File: config.mk
export PLATFORM = sky130hd
export DESIGN_NAME = wb_arbiter
export DESIGN_NICKNAME = d
export VERILOG_FILES = /design/src/rtl/wb_arbiter.sv
export SDC_FILE = /design/constraint.sdc
export NUM_CORES = 1
export LEC_CHECK = 0
export ABC_AREA = 1
export CORE_UTILIZATION = 46
export CTS_CLUSTER_DIAMETER = 150
export DETAILED_ROUTE_END_ITERATION = 7
export PLACE_DENSITY_LB_ADDON = 0.2
export SLEW_MARGIN = 20
export SYNTH_ARGS = -nofsm -noshare
export SYNTH_HDL_FRONTEND = slang
export SYNTH_SLANG_ARGS = --single-unit
File: constraint.sdc
create_clock -name clk -period 2.4 [get_ports clk]
set_clock_uncertainty 0.1 [all_clocks]
set_input_delay 0.6 -clock clk [delete_from_list [all_inputs] [get_ports clk]]
set_output_delay 0.6 -clock clk [all_outputs]
set_load 0.05 [all_outputs]
File: src/rtl/wb_arbiter.sv
// Writeback arbiter: grants ALU or load-unit results onto the register-file write port
// and tracks outstanding destination writes. Define WB_BYPASS_EN to add the same-cycle bypass port.
module wb_arbiter #(
   parameter bit FIXED_PRIO = 1'b0,
   parameter int XLEN       = 32
) (
   input  logic            clk,
   input  logic            rst,
   input  logic            alu_valid,
   output logic            alu_ready,
   input  logic [4:0]      alu_rd,
   input  logic [XLEN-1:0] alu_data,
   input  logic            mem_valid,
   output logic            mem_ready,
   input  logic [4:0]      mem_rd,
   input  logic [XLEN-1:0] mem_data,
   input  logic            issue_valid,
   input  logic [4:0]      issue_rd,
   output logic [4:0]      write_rg,
   output logic [XLEN-1:0] write_data,
`ifdef WB_BYPASS_EN
   input  logic [4:0]      byp_rg,
   output logic            byp_hit,
   output logic [XLEN-1:0] byp_data,
`endif
   output logic [31:0]     pend_mask
);

   typedef enum logic {SRC_ALU = 1'b0, SRC_MEM = 1'b1} src_e;

   src_e            last_grant_q, last_grant_d;
   logic [4:0]      write_rg_q, write_rg_d;
   logic [XLEN-1:0] write_data_q, write_data_d;
   logic [31:0]     pend_q, pend_d;
   logic            alu_fire, mem_fire;

   // Grant: readies are held low throughout reset so nothing is consumed while it is asserted.
   always_comb begin
      // NOTE: every combinational output gets a default first so no path can infer a latch.
      alu_ready = 1'b0;
      mem_ready = 1'b0;
      if (rst) begin
         if (alu_valid && mem_valid) begin
            if (FIXED_PRIO || last_grant_q == SRC_ALU) mem_ready = 1'b1;
            else                                       alu_ready = 1'b1;
         end else begin
            alu_ready = alu_valid;
            mem_ready = mem_valid;
         end
      end
   end

   assign alu_fire = alu_valid && alu_ready;
   assign mem_fire = mem_valid && mem_ready;

   always_comb begin
      last_grant_d = last_grant_q;
      if (alu_valid && mem_valid) last_grant_d = alu_fire ? SRC_ALU : SRC_MEM;

      write_rg_d   = 5'd0;
      write_data_d = write_data_q;
      if (alu_fire) begin
         write_rg_d   = alu_rd;
         write_data_d = alu_data;
      end else if (mem_fire) begin
         write_rg_d   = mem_rd;
         write_data_d = mem_data;
      end

      // Clear before set so a reissue to the retiring register stays outstanding.
      pend_d = pend_q;
      if (alu_fire) pend_d[alu_rd] = 1'b0;
      if (mem_fire) pend_d[mem_rd] = 1'b0;
      if (issue_valid && issue_rd != 5'd0) pend_d[issue_rd] = 1'b1;
      pend_d[0] = 1'b0;
   end

   // NOTE: sequential state uses non-blocking assignments so all flops sample the same pre-edge values.
   always_ff @(posedge clk or negedge rst) begin
      if (!rst) begin
         last_grant_q <= SRC_MEM;
         write_rg_q   <= 5'd0;
         write_data_q <= '0;
         pend_q       <= '0;
      end else begin
         last_grant_q <= last_grant_d;
         write_rg_q   <= write_rg_d;
         write_data_q <= write_data_d;
         pend_q       <= pend_d;
      end
   end

   assign write_rg   = write_rg_q;
   assign write_data = write_data_q;
   assign pend_mask  = pend_q;

`ifdef WB_BYPASS_EN
   // The register file has no write-through, so operand fetch reads the in-flight write here.
   assign byp_hit  = (write_rg_q != 5'd0) && (byp_rg == write_rg_q);
   assign byp_data = write_data_q;
`endif

endmodule

==> results.md, run 1 <==
* Status: finished, final reports clean
* #FFs+latches synth at 69
* Cell Area, Placed at 5330 sq um
* MaxCap Viol Count at 0
* RSZ-0062 raised after global routing: no
* EDFF count, synth at 0
* Reg clk slew, reported paths at 0.08 ns
* Effective utilization at floorplan at 47.6%
* Comb pwr share at 45.5%
* Asr flop ratio synth at 100%
* Syn Nets at 585
* # hold bufs at CTS at 0
* Cells after Synth at 501
* Most used DFF post-synth: dfrtp_1
* Design Power at 4.30 mW
* Synthesized cell area at 3660 sq um
* Area leader, netlist: dfrtp_1
* DR iter-0 viols at 266
* Vias in the first global route at 3754
* Hold Crit Class: reg -> reg
* # fillers at 634
* CP cell instances: clkdlybuf4s50_1, nand2_1, nand2_2, inv_1, buf_12
* Sequential Power Share at 35.4%
* Delay-heaviest family, CP: buffers and inverters
* Clock latency at the later pin of the worst-skew pair at 0.34 ns
* Slew @ Worst Pin at 0.879 ns
* # clock sinks at 69
* Critical Path Fanout Max at 4
* Final Max Tran Viols at 0
* Root Buffer: clkbuf_8
* Post CTS Setup Buffer Count at 0
* Register area share after synthesis at 47.3%
* Syn Area/Cell at 7.30 sq um
* Synth top area share at 46.5%
* Tot GR Track Use at 28.5%
* Startpoint types: primary input
* Vias at 3950
* Clock power share at 19.1%
* Crit path DAT at 1.60 ns
* Max VDD drop at 484 uV
* DIE AREA at 8310 sq um
* Hold Crit Endpoint: write_data[19]$_DFFE_PN0P_
* Wire per inst at 15.0 um
* Core Footprint at 7690 sq um
* Power per cell area at 784 nW/um^2
* Worst-case clock buffer depth at 2
* Initial antenna violation count at 0
* Worst path slowest cell: clkdlybuf4s50_1
* Synth top area cells: dfrtp_1 47%, nand2_1 19%, nand3_1 7.7%
* Post-CTS sizing at 0
* Post-route ant nets at 0
* Final instance area at 5490 sq um
* Data required, critical path at 1.70 ns
* R2r startpoint: last_grant_q$_DFFE_PN1N_
* H-tree Lvls at 3
* First-pass GRT wire length at 18.6 mm
* Final setup TNS at 0 ns
* DR pass1 iterations at 4
* GPL Wtd Cong at 0.952
* Vias per inst at 5.16
* Layout cells sized above 1 at 7.38%
* Pint at 2.43 mW
* Sw power at 1.87 mW
* Netlist cell types at 24
* Max incr delay on CP at 0.54 ns
* Synthesis warning total at 0
* Sw Share at 43.5%
* Static leakage at 2.55 nW
* Port Buffer Count at 153
* Layout area overhead at 50.2%
* Peak Freq at 434 MHz
* Grt ovf at 0
* Worst relative slew slack at 41.4%
* Worst hold path cell count at 2
* Tmin final at 2.30 ns
* FF-to-FF End: pend_mask[30]$_DFF_PN0_
* Die Ht at 91.2 um
* Hold Crit Start: write_data[19]$_DFFE_PN0P_
* R2r worst-path depth at 6
* CP Class: in -> out
* Fin. Hold Viols at 0
* CTS tree: yes
* Final WL at 11.5 mm
* Period utilization at 95.9%
* Nets@finish at 744
* # IOs at 155
* N_diodes at 0
* Buf/Inv on CP at 3
* Final setup violating endpoints at 0
* DP HPWL at 8.26 mm
* CP endpoint kind: output pin
* Cts bufs inserted at 9
* Rows at 32
* Largest net degree at the start of global routing at 70
* Worst reg-to-reg setup slack at 0.61 ns
* Die W at 91.2 um
* Remaining DRCs at 0
==> layout by cell type, fill, tap and decap left out <==
| cell type | count |
|---|---|
| nand2_1 | 186 |
| clkdlybuf4s50_1 | 150 |
| dfrtp_1 | 68 |
| nor2_1 | 59 |
| nand3_1 | 56 |
| inv_1 | 41 |
| a31oi_1 | 17 |
| buf_4 | 10 |
| clkbuf_8 | 9 |
| inv_2 | 8 |
| a21boi_0 | 8 |
| nand4_1 | 8 |
| nor3_1 | 6 |
| o22ai_1 | 5 |
| a21oi_1 | 5 |
| nor3_2 | 4 |
| o21bai_1 | 4 |
| nand2_2 | 3 |
| clkinvlp_4 | 3 |
| buf_12 | 3 |
| nor2_4 | 2 |
| clkinv_2 | 2 |
| a21oi_4 | 1 |
| clkinv_1 | 1 |
| nor2_2 | 1 |
| conb_1 | 1 |
| clkinv_4 | 1 |
| buf_2 | 1 |
| dfstp_2 | 1 |
==> final cells by class <==
type	instances	area, sq um	area share, %
Clock buffer	9	124	2.26
Clock inverter	6	41.3	0.752
Inverter	50	188	3.42
Multi-Input combinational cell	366	1640	29.9
Sequential cell	69	1730	31.5
Tap cell	102	128	2.32
Timing Repair Buffer	164	1640	29.9
==> synth_stat cells, types with 5 or more instances <==
cell type  number
a21boi_0        8
inv_2           8
dfrtp_1        68
inv_1          41
nor2_1         59
buf_4           6
nor3_1          6
o22ai_1         5
nand4_1         8
nand2_1       186
buf_2           8
a21oi_1         5
a31oi_1        17
nand3_1        56
==> registers in the layout, summed over array words and instances (netlist names) <==
signal        cells
pend_mask        31
write_data       32
write_rg          5
last_grant_q      1
==> tightest hold or removal path, delay by kind of cell, from the launching register on <==
| family | cells | cell delay, ns |
|---|---|---|
| flops | 1 | 0.34 |
| simple gates | 2 | 0.12 |
==> power groups by stage <==
stage	registers, mW	clock network [mW]	logic [mW]
after CTS	1.52	0.834	1.96
after detailed placement	1.54	0	1.95
after floorplan	2.32	0	0.393
after global routing	1.55	0.889	2.06
final	1.52	0.824	1.96
after global placement	1.54	0	1.92
==> metal layers <==
| metal | global-route usage [%] | share of wire [%] |
|---|---|---|
| met5 | 0 | 0 |
| met4 | 8.86 | 2.2 |
| met3 | 6.37 | 9.5 |
| met2 | 47.3 | 47 |
| met1 | 37.2 | 41 |
==> kinds of logic after synthesis <==
kind of cell | after synthesis | synth area share (%)
flip-flops | 69 | 47.3
other | 1 | 0.103
AO/OA/AOI/OAI | 40 | 7.15
AND/OR/NAND/NOR | 325 | 37.4
buffers and inverters | 66 | 8.08
==> per-stage QoR <==
stage | utilization (%) | setup WS (ns) | hold slack [ns] | instances
floorplan | - | 0.530 | 0.204 | 501
global placement | 69.3 | 0.0578 | 0.379 | 751
detailed placement | 69.3 | 0.0140 | 0.386 | 751
CTS | 71.4 | 0.103 | 0.406 | 766
global route | 71.4 | 0.00314 | 0.429 | 766
finish | 71.4 | 0.0973 | 0.402 | 766
==> how the worst max path moves through the flow <==
stage | from | to | slack [ns] | depth (start not counted)
2_1_floorplan | mem_valid | mem_ready | 0.53 | 4
3_3_place_gp | alu_valid | pend_mask[21]$_DFF_PN0_ | 0.06 | 7
3_5_place_dp | alu_valid | pend_mask[26]$_DFF_PN0_ | 0.01 | 7
4_1_cts | alu_valid | mem_ready | 0.10 | 5
5_1_grt | alu_valid | mem_ready | 0.003 | 5
6_report | alu_valid | mem_ready | 0.1 | 5
Power figures use the tool's default switching activity.
==> run 2, diff against run 1 <==
--- a/config.mk
+++ b/config.mk
@@ -6,6 +6,7 @@
 export NUM_CORES = 1
 export LEC_CHECK = 0
 export ABC_AREA = 1
+export CAP_MARGIN = 20
 export CORE_UTILIZATION = 46
 export CTS_CLUSTER_DIAMETER = 150
 export DETAILED_ROUTE_END_ITERATION = 7
==> results of run 2 <==
The final DEF is identical to that of run 1; final timing and power are the same.
==> run 3, diff against run 2 <==
--- a/config.mk
+++ b/config.mk
@@ -5,12 +5,12 @@
 export SDC_FILE = /design/constraint.sdc
 export NUM_CORES = 1
 export LEC_CHECK = 0
-export ABC_AREA = 1
 export CAP_MARGIN = 20
 export CORE_UTILIZATION = 46
 export CTS_CLUSTER_DIAMETER = 150
+export CTS_CLUSTER_SIZE = 10
 export DETAILED_ROUTE_END_ITERATION = 7
-export PLACE_DENSITY_LB_ADDON = 0.2
+export PLACE_DENSITY_LB_ADDON = 0.25
 export SLEW_MARGIN = 20
 export SYNTH_ARGS = -nofsm -noshare
 export SYNTH_HDL_FRONTEND = slang
==> run 3 against run 2 <==
  * Global-route usage up 0.48 points
  * Worst hold slack worse by 0.22 ns
  * Register-to-register slack better by 0.17 ns
  * Total power up 6.4%
  * Setup slack worse by 0.040 ns
  * Flip-flop and latch count unchanged
  * Largest power group unchanged
==> results.md, run 3 <==
* Vias in the first global route at 3782 (was 3754)
* Peak Freq at 427 MHz (was 434 MHz)
* Synth top area cells: dfrtp_1 46%, nand4_1 7.8%, a32o_1 6.2% (was dfrtp_1 47%, nand2_1 19%, nand3_1 7.7%)
* Port Buffer Count at 153 (unchanged)
* Design Power at 4.58 mW (was 4.30 mW)
* Crit path DAT at 1.64 ns (was 1.60 ns)
* First-pass GRT wire length at 18.9 mm (was 18.6 mm)
* GPL Wtd Cong at 0.877 (was 0.952)
* H-tree Lvls at 3 (unchanged)
* Cells after Synth at 365 (was 501)
* Post CTS Setup Buffer Count at 0 (unchanged)
* Area leader, netlist: dfrtp_1 (unchanged)
* Synthesized cell area at 3690 sq um (was 3660 sq um)
* Worst reg-to-reg setup slack at 0.78 ns (was 0.61 ns)
* Slew @ Worst Pin at 0.626 ns (was 0.879 ns)
* Synthesis warning total at 0 (unchanged)
* Rows at 32 (unchanged)
* Tot GR Track Use at 29.0% (was 28.5%)
* Remaining DRCs at 0 (unchanged)
* Netlist cell types at 38 (was 24)
* Largest net degree at the start of global routing at 49 (was 70)
* # clock sinks at 69 (unchanged)
* Largest register FFs at 32 (unchanged)
* Data required, critical path at 1.70 ns (about the same)
* Power per cell area at 800 nW/um^2 (was 784 nW/um^2)
* Register area share after synthesis at 46.8% (was 47.3%)
* Core Footprint at 7730 sq um (was 7690 sq um)
* Clock latency at the later pin of the worst-skew pair at 0.35 ns (was 0.34 ns)
* Status: finished, final reports clean (unchanged)
* DR pass1 iterations at 5 (was 4)
* Final Max Tran Viols at 0 (unchanged)
* Most used DFF post-synth: dfrtp_1 (unchanged)
* Die Ht at 91.6 um (was 91.2 um)
* Layout area overhead at 55.1% (was 50.2%)
* CP Class: in -> out (unchanged)
* Worst relative slew slack at 58.1% (was 41.4%)
* Reg clk slew, reported paths at 0.07 ns (was 0.08 ns)
* Layout cells sized above 1 at 10.9% (was 7.38%)
* Hold Crit Class: in -> async (was reg -> reg)
* FF-to-FF End: write_data[10]$_DFFE_PN0P_ (was pend_mask[30]$_DFF_PN0_)
* Final WL at 11.9 mm (was 11.5 mm)
* DP HPWL at 8.31 mm (was 8.26 mm)
* Die W at 91.6 um (was 91.2 um)
* Vias at 3925 (was 3950)
* Startpoint types: primary input (unchanged)
* CTS tree: yes (unchanged)
* Root Buffer: clkbuf_8 (unchanged)
* R2r startpoint: last_grant_q$_DFFE_PN1N_ (unchanged)
* EDFF count, synth at 0 (unchanged)
* Nets@finish at 610 (was 744)
* DR iter-0 viols at 288 (was 266)
* Final setup TNS at 0 ns (unchanged)
* Max VDD drop at 512 uV (was 484 uV)
* Tmin final at 2.34 ns (was 2.30 ns)
* Worst-case clock buffer depth at 2 (unchanged)
* Synth cell count leaders: 68 x dfrtp_1, 46 x nand4_1, 24 x nor2_1, 23 x a32o_1, 23 x nor2b_1 (was 186 x nand2_1, 68 x dfrtp_1, 59 x nor2_1, 56 x nand3_1, 41 x inv_1)
* # IOs at 155 (unchanged)
* Cts bufs inserted at 9 (unchanged)
* Vias per inst at 6.20 (was 5.16)
* Post-route ant nets at 0 (unchanged)
* Wire per inst at 18.8 um (was 15.0 um)
* Final setup violating endpoints at 0 (unchanged)
* Count leader, synth: dfrtp_1 (was nand2_1)
* Effective utilization at floorplan at 47.8% (was 47.6%)
* Syn Area/Cell at 10.1 sq um (was 7.30 sq um)
* Synth top area share at 46.1% (was 46.5%)
* Grt ovf at 0 (unchanged)
* Critical Path Fanout Max at 4 (unchanged)
* Syn Nets at 449 (was 585)
* DIE AREA at 8390 sq um (was 8310 sq um)
* CP endpoint kind: output pin (unchanged)
* Period utilization at 97.6% (was 95.9%)
* Commonest non-fill, non-tap cell in the layout: clkdlybuf4s50_1 (was nand2_1)
* Static leakage at 2.18 nW (was 2.55 nW)
* R2r worst-path depth at 4 (was 6)
* Fin. Hold Viols at 0 (unchanged)
* Initial antenna violation count at 0 (unchanged)
* Asr flop ratio synth at 100% (unchanged)
* #FFs+latches synth at 69 (unchanged)
* MaxCap Viol Count at 0 (unchanged)
* Most frequent cells in the layout: 150 x clkdlybuf4s50_1, 68 x dfrtp_1, 46 x nand4_1, 27 x buf_4, 24 x nor2_1 (was 186 x nand2_1, 150 x clkdlybuf4s50_1, 68 x dfrtp_1, 59 x nor2_1, 56 x nand3_1)
* N_diodes at 0 (unchanged)
run 3: changes by cell type after synthesis, moves of 16 or more:
| cell | before | now |
|---|---|---|
| nor2_1 | 59 | 24 |
| nand4_1 | 8 | 46 |
| o21ai_0 | 0 | 16 |
| nand3_1 | 56 | 17 |
| a32o_1 | 0 | 23 |
| nand2_1 | 186 | 8 |
| inv_1 | 41 | 1 |
| a221o_1 | 0 | 16 |
| nor2b_1 | 0 | 23 |
run 3: worst max path at each step:
stage / startpoint / endpoint / slack (ns) / cells past startpoint
after global routing: mem_valid / alu_ready / -0.01 / 4
after global placement: mem_valid / mem_ready / 0.08 / 4
after detailed placement: alu_rd[3] / pend_mask[11]$_DFF_PN0_ / 0.08 / 5
after floorplan: alu_valid / mem_ready / 0.48 / 4
final: mem_valid / alu_ready / 0.06 / 4
after CTS: mem_valid / mem_ready / 0.07 / 4
run 3: cell families (layout without fill, tap and decap cells):
family	after synthesis	in the layout	synth area share [%]
compound gates	94	94	20.8
buf+inv	39	205	6.10
flops	69	69	46.8
other cells	1	1	0.102
simple gates	162	162	26.2
run 3: where the power goes:
group	total (mW)	internal, mW	leakage, nW	switching [mW]
logic	2.00	0.758	1.24	1.25
clock network	1.06	0.611	0.112	0.446
registers	1.52	1.39	0.827	0.130
run 3: what timing repair did:
item	in CTS	in global routing
endpoints found under the setup margin	0	1
hold endpoints to repair	2	0
hold buffers	1	0
resized for setup	0	1
run 3: per-stage QoR:
step	hold WS (ns)	util, %	area (sq um)	std cells	setup slack [ns]
after floorplan	0.204	-	3690	365	0.478
after global placement	0.353	71.0	5490	616	0.0835
after detailed placement	0.353	71.0	5490	616	0.0836
after CTS	0.171	74.0	5720	633	0.0685
after global routing	0.187	74.1	5730	633	-0.0109
final	0.181	74.1	5730	633	0.0572
run 3: final cells by class:
type / instances / area [sq um]
timing repair buffer: 188 / 1900
multi-input combinational: 257 / 1740
tap: 102 / 128
clock buffer: 10 / 138
fill: 534 / 2000
inverter: 1 / 3.75
sequential: 69 / 1730
clock inverter: 6 / 86.3
run 3: routing by layer:
layer	track usage [%]	up-vias	wire [um]
li1	-	1770	-
met3	4.86	37	1110
met1	37.2	1876	4670
met4	11.8	0	327
met2	48.6	242	5770
met5	0	-	0
run 3: critical path, stage by stage:
cell             delay, ns
clkdlybuf4s50_1       0.53
nor2b_1               0.28
nor2_4                0.08
buf_12                0.15
